===== config.mk =====
export PLATFORM = sky130hd
export DESIGN_NAME = mul_booth_csa_flat
export DESIGN_NICKNAME = d
export VERILOG_FILES = /design/src/rtl/mul_booth_csa_pkg.sv /design/src/rtl/mul_booth_csa_if.sv /design/src/rtl/mul_booth_csa_csa_3to2.sv /design/src/rtl/mul_booth_csa.sv /design/src/flat_wrapper.sv
export SDC_FILE = /design/constraint.sdc
export NUM_CORES = 2
export LEC_CHECK = 0
export ABC_AREA = 1
export CAP_MARGIN = 20
export CORE_MARGIN = 4
export CORE_UTILIZATION = 40
export CTS_CLUSTER_DIAMETER = 40
export DETAILED_ROUTE_END_ITERATION = 7
export PLACE_DENSITY_LB_ADDON = 0.1
export SLEW_MARGIN = 20
export SYNTH_ARGS = -nofsm -noshare
export SYNTH_HDL_FRONTEND = slang
export SYNTH_SLANG_ARGS = --single-unit

===== constraint.sdc =====
create_clock -name clk -period 35.2 [get_ports clk]
set_input_delay 7.04 -clock clk [delete_from_list [all_inputs] [get_ports clk]]
set_output_delay 7.04 -clock clk [all_outputs]
set_load 0.005 [all_outputs]

===== src/rtl/mul_booth_csa_pkg.sv =====
// Shared types and helpers for the radix-4 Booth carry-save multiplier.
// Holds the FSM state enum, the Booth digit encoding and the partial-product builder.
// The helpers work at the default datapath width; narrower instances zero-pad into them.
package mul_booth_csa_pkg;

  localparam int DEF_XLEN  = 64;
  localparam int DEF_TAG_W = 5;
  localparam int PW        = 2 * DEF_XLEN;  // product / accumulator width
  localparam int SHW       = 8;             // enough bits for shifts up to PW-1

  typedef enum logic [1:0] {
    IDLE,
    BUSY,
    DONE
  } state_e;

  typedef enum logic [2:0] {
    B_ZERO,
    B_POS1,
    B_POS2,
    B_NEG1,
    B_NEG2
  } booth_e;

  // Decode one overlapping multiplier window {b[2k+1], b[2k], b[2k-1]}.
  function automatic booth_e booth_digit(input logic [2:0] w);
    case (w)
      3'b001, 3'b010: return B_POS1;
      3'b011:         return B_POS2;
      3'b100:         return B_NEG2;
      3'b101, 3'b110: return B_NEG1;
      default:        return B_ZERO;
    endcase
  endfunction

  // digit * A << shift, modulo 2^PW. Negation is a plain two's complement.
  function automatic logic [PW-1:0] booth_pp(input logic [PW-1:0] a, input booth_e d,
                                             input logic [SHW-1:0] sh);
    logic [PW-1:0] m;
    case (d)
      B_POS1:  m = a;
      B_POS2:  m = a << 1;
      B_NEG1:  m = -a;
      B_NEG2:  m = -(a << 1);
      default: m = '0;
    endcase
    return m << sh;
  endfunction

endpackage


===== src/rtl/mul_booth_csa_if.sv =====
// Request/result bundle between the M-extension issue logic and the Booth front end.
// master = requester and downstream adder side; slave = the multiplier.
// flush travels with the bus because it is driven by the same pipeline control.
interface mul_booth_csa_if
  import mul_booth_csa_pkg::*;
#(
  parameter int XLEN  = DEF_XLEN,
  parameter int TAG_W = DEF_TAG_W
);
  logic               flush;
  logic               in_valid;
  logic               in_ready;
  logic [XLEN-1:0]    in_a;
  logic [XLEN-1:0]    in_b;
  logic               in_a_signed;
  logic               in_b_signed;
  logic               in_hi;
  logic [TAG_W-1:0]   in_tag;
  logic               out_valid;
  logic               out_ready;
  logic [2*XLEN-1:0]  out_sum;
  logic [2*XLEN-1:0]  out_carry;
  logic               out_hi;
  logic [TAG_W-1:0]   out_tag;

  modport master (
    output flush, in_valid, in_a, in_b, in_a_signed, in_b_signed, in_hi, in_tag, out_ready,
    input  in_ready, out_valid, out_sum, out_carry, out_hi, out_tag
  );

  modport slave (
    input  flush, in_valid, in_a, in_b, in_a_signed, in_b_signed, in_hi, in_tag, out_ready,
    output in_ready, out_valid, out_sum, out_carry, out_hi, out_tag
  );
endinterface


===== src/rtl/mul_booth_csa_csa_3to2.sv =====
// Parameterised carry-save 3:2 compressor.
// Purely combinational: sum = x^y^z, carry = majority(x,y,z) shifted up one bit.
// The carry out of the top bit is dropped, so results are modulo 2^W.
module csa_3to2 #(
  parameter int W = 128
) (
  input  logic [W-1:0] x,
  input  logic [W-1:0] y,
  input  logic [W-1:0] z,
  output logic [W-1:0] sum,
  output logic [W-1:0] carry
);
  assign sum   = x ^ y ^ z;
  assign carry = ((x & y) | (x & z) | (y & z)) << 1;
endmodule


===== src/rtl/mul_booth_csa.sv =====
// Iterative radix-4 Booth multiplier front end: one partial product per cycle into a sum/carry pair.
// Latency: out_valid rises exactly (XLEN+2)/2 cycles after acceptance; no early-out.
// Backpressure: the result is held in DONE until out_ready; requests are taken only in IDLE.
module mul_booth_csa
  import mul_booth_csa_pkg::*;
#(
  parameter int XLEN  = DEF_XLEN,
  parameter int TAG_W = DEF_TAG_W
) (
  input  logic           clk,
  input  logic           rst,
  mul_booth_csa_if.slave bus
);
  localparam int W     = 2 * XLEN;
  localparam int ITERS = (XLEN + 2) / 2;
  localparam int CW    = $clog2(ITERS + 1);
  localparam logic [CW-1:0] LAST = CW'(ITERS - 1);

  state_e           state;
  logic [CW-1:0]    cnt;
  logic [W-1:0]     a_q;
  logic [XLEN+2:0]  b_q;     // {ext, ext, b, 1'b0}
  logic [W-1:0]     sum_q;
  logic [W-1:0]     carry_q;
  logic             hi_q;
  logic [TAG_W-1:0] tag_q;
  logic             valid_q;
  logic             ready_q;

  logic             a_ext;
  logic             b_ext;
  logic [2:0]       win;
  booth_e           digit;
  logic [PW-1:0]    pp_full;
  logic [W-1:0]     pp;
  logic [W-1:0]     sum_n;
  logic [W-1:0]     carry_n;

  assign a_ext = bus.in_a_signed & bus.in_a[XLEN-1];
  assign b_ext = bus.in_b_signed & bus.in_b[XLEN-1];

  // Window for iteration k sits at bits [2k+2:2k] of the extended multiplier.
  assign win     = 3'(b_q >> {cnt, 1'b0});
  assign digit   = booth_digit(win);
  assign pp_full = booth_pp(PW'(a_q), digit, SHW'({cnt, 1'b0}));
  assign pp      = pp_full[W-1:0];

  csa_3to2 #(.W(W)) u_csa (
    .x     (sum_q),
    .y     (carry_q),
    .z     (pp),
    .sum   (sum_n),
    .carry (carry_n)
  );

  // Control FSM and datapath registers; flush overrides every state but keeps the old result bits.
  always_ff @(posedge clk or posedge rst) begin
    if (rst) begin
      state   <= IDLE;
      cnt     <= '0;
      a_q     <= '0;
      b_q     <= '0;
      sum_q   <= '0;
      carry_q <= '0;
      hi_q    <= 1'b0;
      tag_q   <= '0;
      valid_q <= 1'b0;
      ready_q <= 1'b1;
    end else if (bus.flush) begin
      state   <= IDLE;
      cnt     <= '0;
      valid_q <= 1'b0;
      ready_q <= 1'b1;
    end else begin
      unique case (state)
        IDLE: begin
          if (bus.in_valid) begin
            state   <= BUSY;
            ready_q <= 1'b0;
            a_q     <= {{XLEN{a_ext}}, bus.in_a};
            b_q     <= {b_ext, b_ext, bus.in_b, 1'b0};
            sum_q   <= '0;
            carry_q <= '0;
            cnt     <= '0;
            hi_q    <= bus.in_hi;
            tag_q   <= bus.in_tag;
          end
        end
        BUSY: begin
          sum_q   <= sum_n;
          carry_q <= carry_n;
          cnt     <= cnt + CW'(1);
          if (cnt == LAST) begin
            state   <= DONE;
            valid_q <= 1'b1;
          end
        end
        DONE: begin
          if (bus.out_ready) begin
            state   <= IDLE;
            valid_q <= 1'b0;
            ready_q <= 1'b1;
          end
        end
        default: begin
          state   <= IDLE;
          valid_q <= 1'b0;
          ready_q <= 1'b1;
        end
      endcase
    end
  end

  assign bus.in_ready  = ready_q;
  assign bus.out_valid = valid_q;
  assign bus.out_sum   = sum_q;
  assign bus.out_carry = carry_q;
  assign bus.out_hi    = hi_q;
  assign bus.out_tag   = tag_q;

endmodule


===== src/flat_wrapper.sv =====
// flat-port wrapper written by rule: the top's interface ports become plain ports
module mul_booth_csa_flat import mul_booth_csa_pkg::*;
#(
  parameter int XLEN  = DEF_XLEN,
  parameter int TAG_W = DEF_TAG_W
)
  (clk, rst, bus_flush, bus_in_valid, bus_in_a, bus_in_b, bus_in_a_signed, bus_in_b_signed, bus_in_hi, bus_in_tag, bus_out_ready, bus_in_ready, bus_out_valid, bus_out_sum, bus_out_carry, bus_out_hi, bus_out_tag);
  mul_booth_csa_if #(.XLEN(XLEN), .TAG_W(TAG_W)) bus_i ();
  input  logic clk;
  input  logic rst;
  input wire logic [$bits(bus_i.flush)-1:0] bus_flush;
  input wire logic [$bits(bus_i.in_valid)-1:0] bus_in_valid;
  input wire logic [$bits(bus_i.in_a)-1:0] bus_in_a;
  input wire logic [$bits(bus_i.in_b)-1:0] bus_in_b;
  input wire logic [$bits(bus_i.in_a_signed)-1:0] bus_in_a_signed;
  input wire logic [$bits(bus_i.in_b_signed)-1:0] bus_in_b_signed;
  input wire logic [$bits(bus_i.in_hi)-1:0] bus_in_hi;
  input wire logic [$bits(bus_i.in_tag)-1:0] bus_in_tag;
  input wire logic [$bits(bus_i.out_ready)-1:0] bus_out_ready;
  output wire logic [$bits(bus_i.in_ready)-1:0] bus_in_ready;
  output wire logic [$bits(bus_i.out_valid)-1:0] bus_out_valid;
  output wire logic [$bits(bus_i.out_sum)-1:0] bus_out_sum;
  output wire logic [$bits(bus_i.out_carry)-1:0] bus_out_carry;
  output wire logic [$bits(bus_i.out_hi)-1:0] bus_out_hi;
  output wire logic [$bits(bus_i.out_tag)-1:0] bus_out_tag;
  assign bus_i.flush = bus_flush;
  assign bus_i.in_valid = bus_in_valid;
  assign bus_i.in_a = bus_in_a;
  assign bus_i.in_b = bus_in_b;
  assign bus_i.in_a_signed = bus_in_a_signed;
  assign bus_i.in_b_signed = bus_in_b_signed;
  assign bus_i.in_hi = bus_in_hi;
  assign bus_i.in_tag = bus_in_tag;
  assign bus_i.out_ready = bus_out_ready;
  assign bus_in_ready = bus_i.in_ready;
  assign bus_out_valid = bus_i.out_valid;
  assign bus_out_sum = bus_i.out_sum;
  assign bus_out_carry = bus_i.out_carry;
  assign bus_out_hi = bus_i.out_hi;
  assign bus_out_tag = bus_i.out_tag;
  mul_booth_csa #(.XLEN(XLEN), .TAG_W(TAG_W)) u_core (.clk(clk), .rst(rst), .bus(bus_i));
endmodule

==> flow_summary.ini <==
[layout]
drive_gt1_share_pct = 5.09
syn_to_final_growth_pct = 24.7
fin_nets = 4326
ff_latch_area_um2 = 10000
fill_cells = 6949
multi_input_area_um2 = 14900

[synthesis]
ys_types = 50
synth_top_family_by_area = simple AND/OR/NAND/NOR gates
ys_ff_latch = 401
synth_warnings = 0
ys_seq_area_share_pct = 36.1
synth_compound_area_share_pct = 12.5
synth.area.mux_share_pct = 0
synth_edf_count = 0
synth_adder_area_share_pct = 9.26
synth_ff_type = dfrtp_1
syn_area_um2 = 27800
synth_xor_area_share_pct = 1.67
synth-simple-area-share_pct = 30.1
syn_inst = 3799
async_flop_share_pct = 100
syn_nets = 4070
syn_avg_cell_area_um2 = 7.31

[sta]
worst_slew_pin_slew_ns = 1.07
fmax_mhz = 100
period_share_pct = 28.4
rsz0062_at_grt = false
totalNegativeSetupSlack_ns = 0
max_slew_margin_pct = 28.4
setup_viol = 0
hold_viol_final = 0
maxSlewViolCount = 0
fin_hold_ws_ns = 0.467
clock_skew_ns = 0.0420
period_needed_ns = 10.0

[critical_path]
worst_setup_path_start_kind = input pin
critical_path.top_delay_family = buffers and inverters
path_cells = clkdlybuf4s50_1 -> o21ai_0 -> nor2_4 -> buf_4 -> buf_4 -> buf_4 -> o22ai_1
cpMostUsedCell = buf_4
path_class = input pin to flip-flop
path_buf_inv = 4
arrival_ns = 10.43
cp.required_ns = 35.63
cp_slowest_stage_delay_ns = 0.86
cp_max_fo = 86
cp_slowest_cell = buf_4
end_kind = flip-flop

[cts]
cts_buffer_depth = 3
cts.sinks = 401
cts_root_buffer = clkbuf_16
ctsHoldBuffers = 0
path_clk_slew_ns = 0.05
cts_resized = 0
cts_inserted_buffers = 70
cts_htree_levels = 3
clk_latency_ns = 0.63
postCtsSetupRepairBufs = 0
cts_tree = done

[power]
worst_ir_drop_vdd_v = 0.0000407
pwr_density_cell_nw_per_um2 = 93.2
p_leak_nw = 14.9
total_power_mw = 3.23

[grt]
grtUsageMet3_pct = 5.96
grtUsageMet1_pct = 42.0
grt_busiest_layer = met2
grt_pass1_wl_mm = 171
grt-ovfl-total = 0
grt_max_degree = 179
grt_use_met2_pct = 46.5
grt_pass1_vias = 27400
grt_antenna_before_repair = 8
grtUsageTotal_pct = 29.9

[die]
io_pins = 405
die_h_um = 272
rows = 96
die-area_um2 = 73800
initial_core_util_pct = 40.4
core-area_um2 = 68700
die_w_um = 272

[routing]
dr_total_vias = 27900
wl_per_cell_um = 22.2
drt_wl_total_mm = 112
drt-pass1-iter-count = 8
viasPerCell = 5.54
route.detailed.drc = 0
ant_nets = 0
drt_iter0_drc = 3356

[placed_design]
gp_congestion = 0.982
place_hpwl_mm = 83.5
io_buffers = 403

[min_path]
hold_class = flip-flop to flip-flop

[run]
max_cap_violations = 0

[status]
status = finished clean
## Yosys cell counts (2+ instances only)
cell type / number / area, um2
nand3_2: 3 / 30.0
o21ai_1: 98 / 490
and2_1: 2 / 12.5
a21boi_1: 2 / 15.0
o21ai_2: 2 / 17.5
a211oi_1: 2 / 15.0
nand2_1: 985 / 3700
buf_4: 14 / 105
nor3_1: 14 / 70.1
nor2_1: 184 / 691
dfrtp_1: 400 / 10000
o21ai_0: 142 / 711
buf_2: 35 / 175
nor2_4: 6 / 67.6
o21a_1: 2 / 15.0
nor2_8: 2 / 40.0
o22ai_1: 288 / 1800
nand3b_1: 6 / 45.0
o31ai_1: 2 / 15.0
inv_2: 24 / 90.1
nand2_4: 6 / 67.6
fa_1: 126 / 2520
xor2_1: 53 / 464
or2_1: 13 / 81.3
nand3_1: 525 / 2630
ha_1: 4 / 50.1
clkinv_1: 10 / 37.5
inv_1: 446 / 1670
buf_6: 8 / 90.1
buf_1: 55 / 206
a22o_1: 2 / 17.5
clkbuf_1: 132 / 495
a21oi_1: 29 / 145
or2_2: 2 / 12.5
nand4_1: 132 / 826
nor4_1: 5 / 31.3
o2bb2ai_1: 3 / 26.3
o211ai_1: 21 / 158
nor2_2: 3 / 18.8
## routing by layer
layer / wire, um / share of wire [%]
met5: 69 / 0.062
met4: 4060 / 3.6
met3: 8660 / 7.7
met2: 50500 / 45
met1: 48800 / 44
## stage by stage
stage	instances	util, %	area, um2	worst slack (ns)
final	5043	50.4	34700	25.20
after global routing	5043	50.4	34700	24.95
after CTS	5040	50.4	34600	25.24
after detailed placement	4914	46.8	32200	24.61
after global placement	4914	46.8	32200	24.64
after floorplan	3799	-	27800	17.01
## worst min-delay path, delay by kind of cell (launching register included)
family	cells	cell delay, ns
flops	1	0.34
simple gates	2	0.10
## report_power, final
| part | leakage [nW] | internal [mW] | switching, mW | total (mW) |
|---|---|---|---|---|
| sequential | 5.28 | 0.573 | 0.102 | 0.676 |
| combinational | 8.48 | 0.582 | 1.26 | 1.85 |
| clock | 1.19 | 0.446 | 0.263 | 0.709 |
## final timing paths
path / startpoint / end / slack [ns] / depth (start not counted)
hold / removal: u_core.b_q[11]$_DFFE_PP0P_ / u_core.b_q[11]$_DFFE_PP0P_ / 0.47 / 2
setup reg to reg: u_core.cnt[0]$_DFFE_PP0P_ / u_core.bus.out_sum[57]$_DFFE_PP0P_ / 28.10 / 22
setup / recovery: bus_in_valid / u_core.bus.out_sum[74]$_DFFE_PP0P_ / 25.20 / 7
hold reg to reg: u_core.b_q[11]$_DFFE_PP0P_ / u_core.b_q[11]$_DFFE_PP0P_ / 0.47 / 2
max in group asynchronous: rst / u_core.cnt[4]$_DFFE_PP0P_ / 25.89 / 4
min in group asynchronous: rst / u_core.a_q[37]$_DFFE_PP0P_ / 6.98 / 2
## cell families (layout without fill, tap and decap cells)
kind of cell,Yosys count,in the layout
AND/OR/NAND/NOR,1892,1892
other,1,4
XOR/XNOR,53,53
buffers and inverters,724,1034
adder cells (fa/ha/maj),130,130
flip-flops,401,401
AO/OA/AOI/OAI,598,598
## cell type report
| class | count | share of cell area (%) |
|---|---|---|
| Multi-Input combinational cell | 2674 | 43.0 |
| Antenna cell | 3 | 0.0217 |
| Timing Repair Buffer | 428 | 12.3 |
| Sequential cell | 401 | 29.0 |
| Inverter | 480 | 5.23 |
| Clock inverter | 41 | 1.73 |
| Clock buffer | 85 | 5.39 |
| Tap cell | 931 | 3.36 |
## state kept, by name (all words and copies together), names as in the netlist
name and flops:
u_core.a_q 65, u_core.state 2, u_core.bus.out_carry 127, u_core.bus.out_tag 5, u_core.bus.out_sum 128, u_core.bus.out_hi 1
u_core.bus.in_ready 1, u_core.b_q 65, u_core.bus.out_valid 1, u_core.cnt 6
## cells in the final DEF, fill, tap and decap left out, types with 14 or more instances in the layout
cell type,Yosys,routed
a21oi_1,29,29
buf_4,14,23
clkbuf_16,0,70
clkdlybuf4s50_1,0,403
dfrtp_1,400,394
fa_1,126,126
inv_1,446,445
inv_2,24,24
nand2_1,985,984
nand3_1,525,525
nand4_1,132,132
nor2_1,184,181
nor3_1,14,14
o211ai_1,21,21
o21ai_0,142,142
o21ai_1,98,98
o22ai_1,288,288
xor2_1,53,53
No activity file was read; power rests on OpenSTA's default activity.
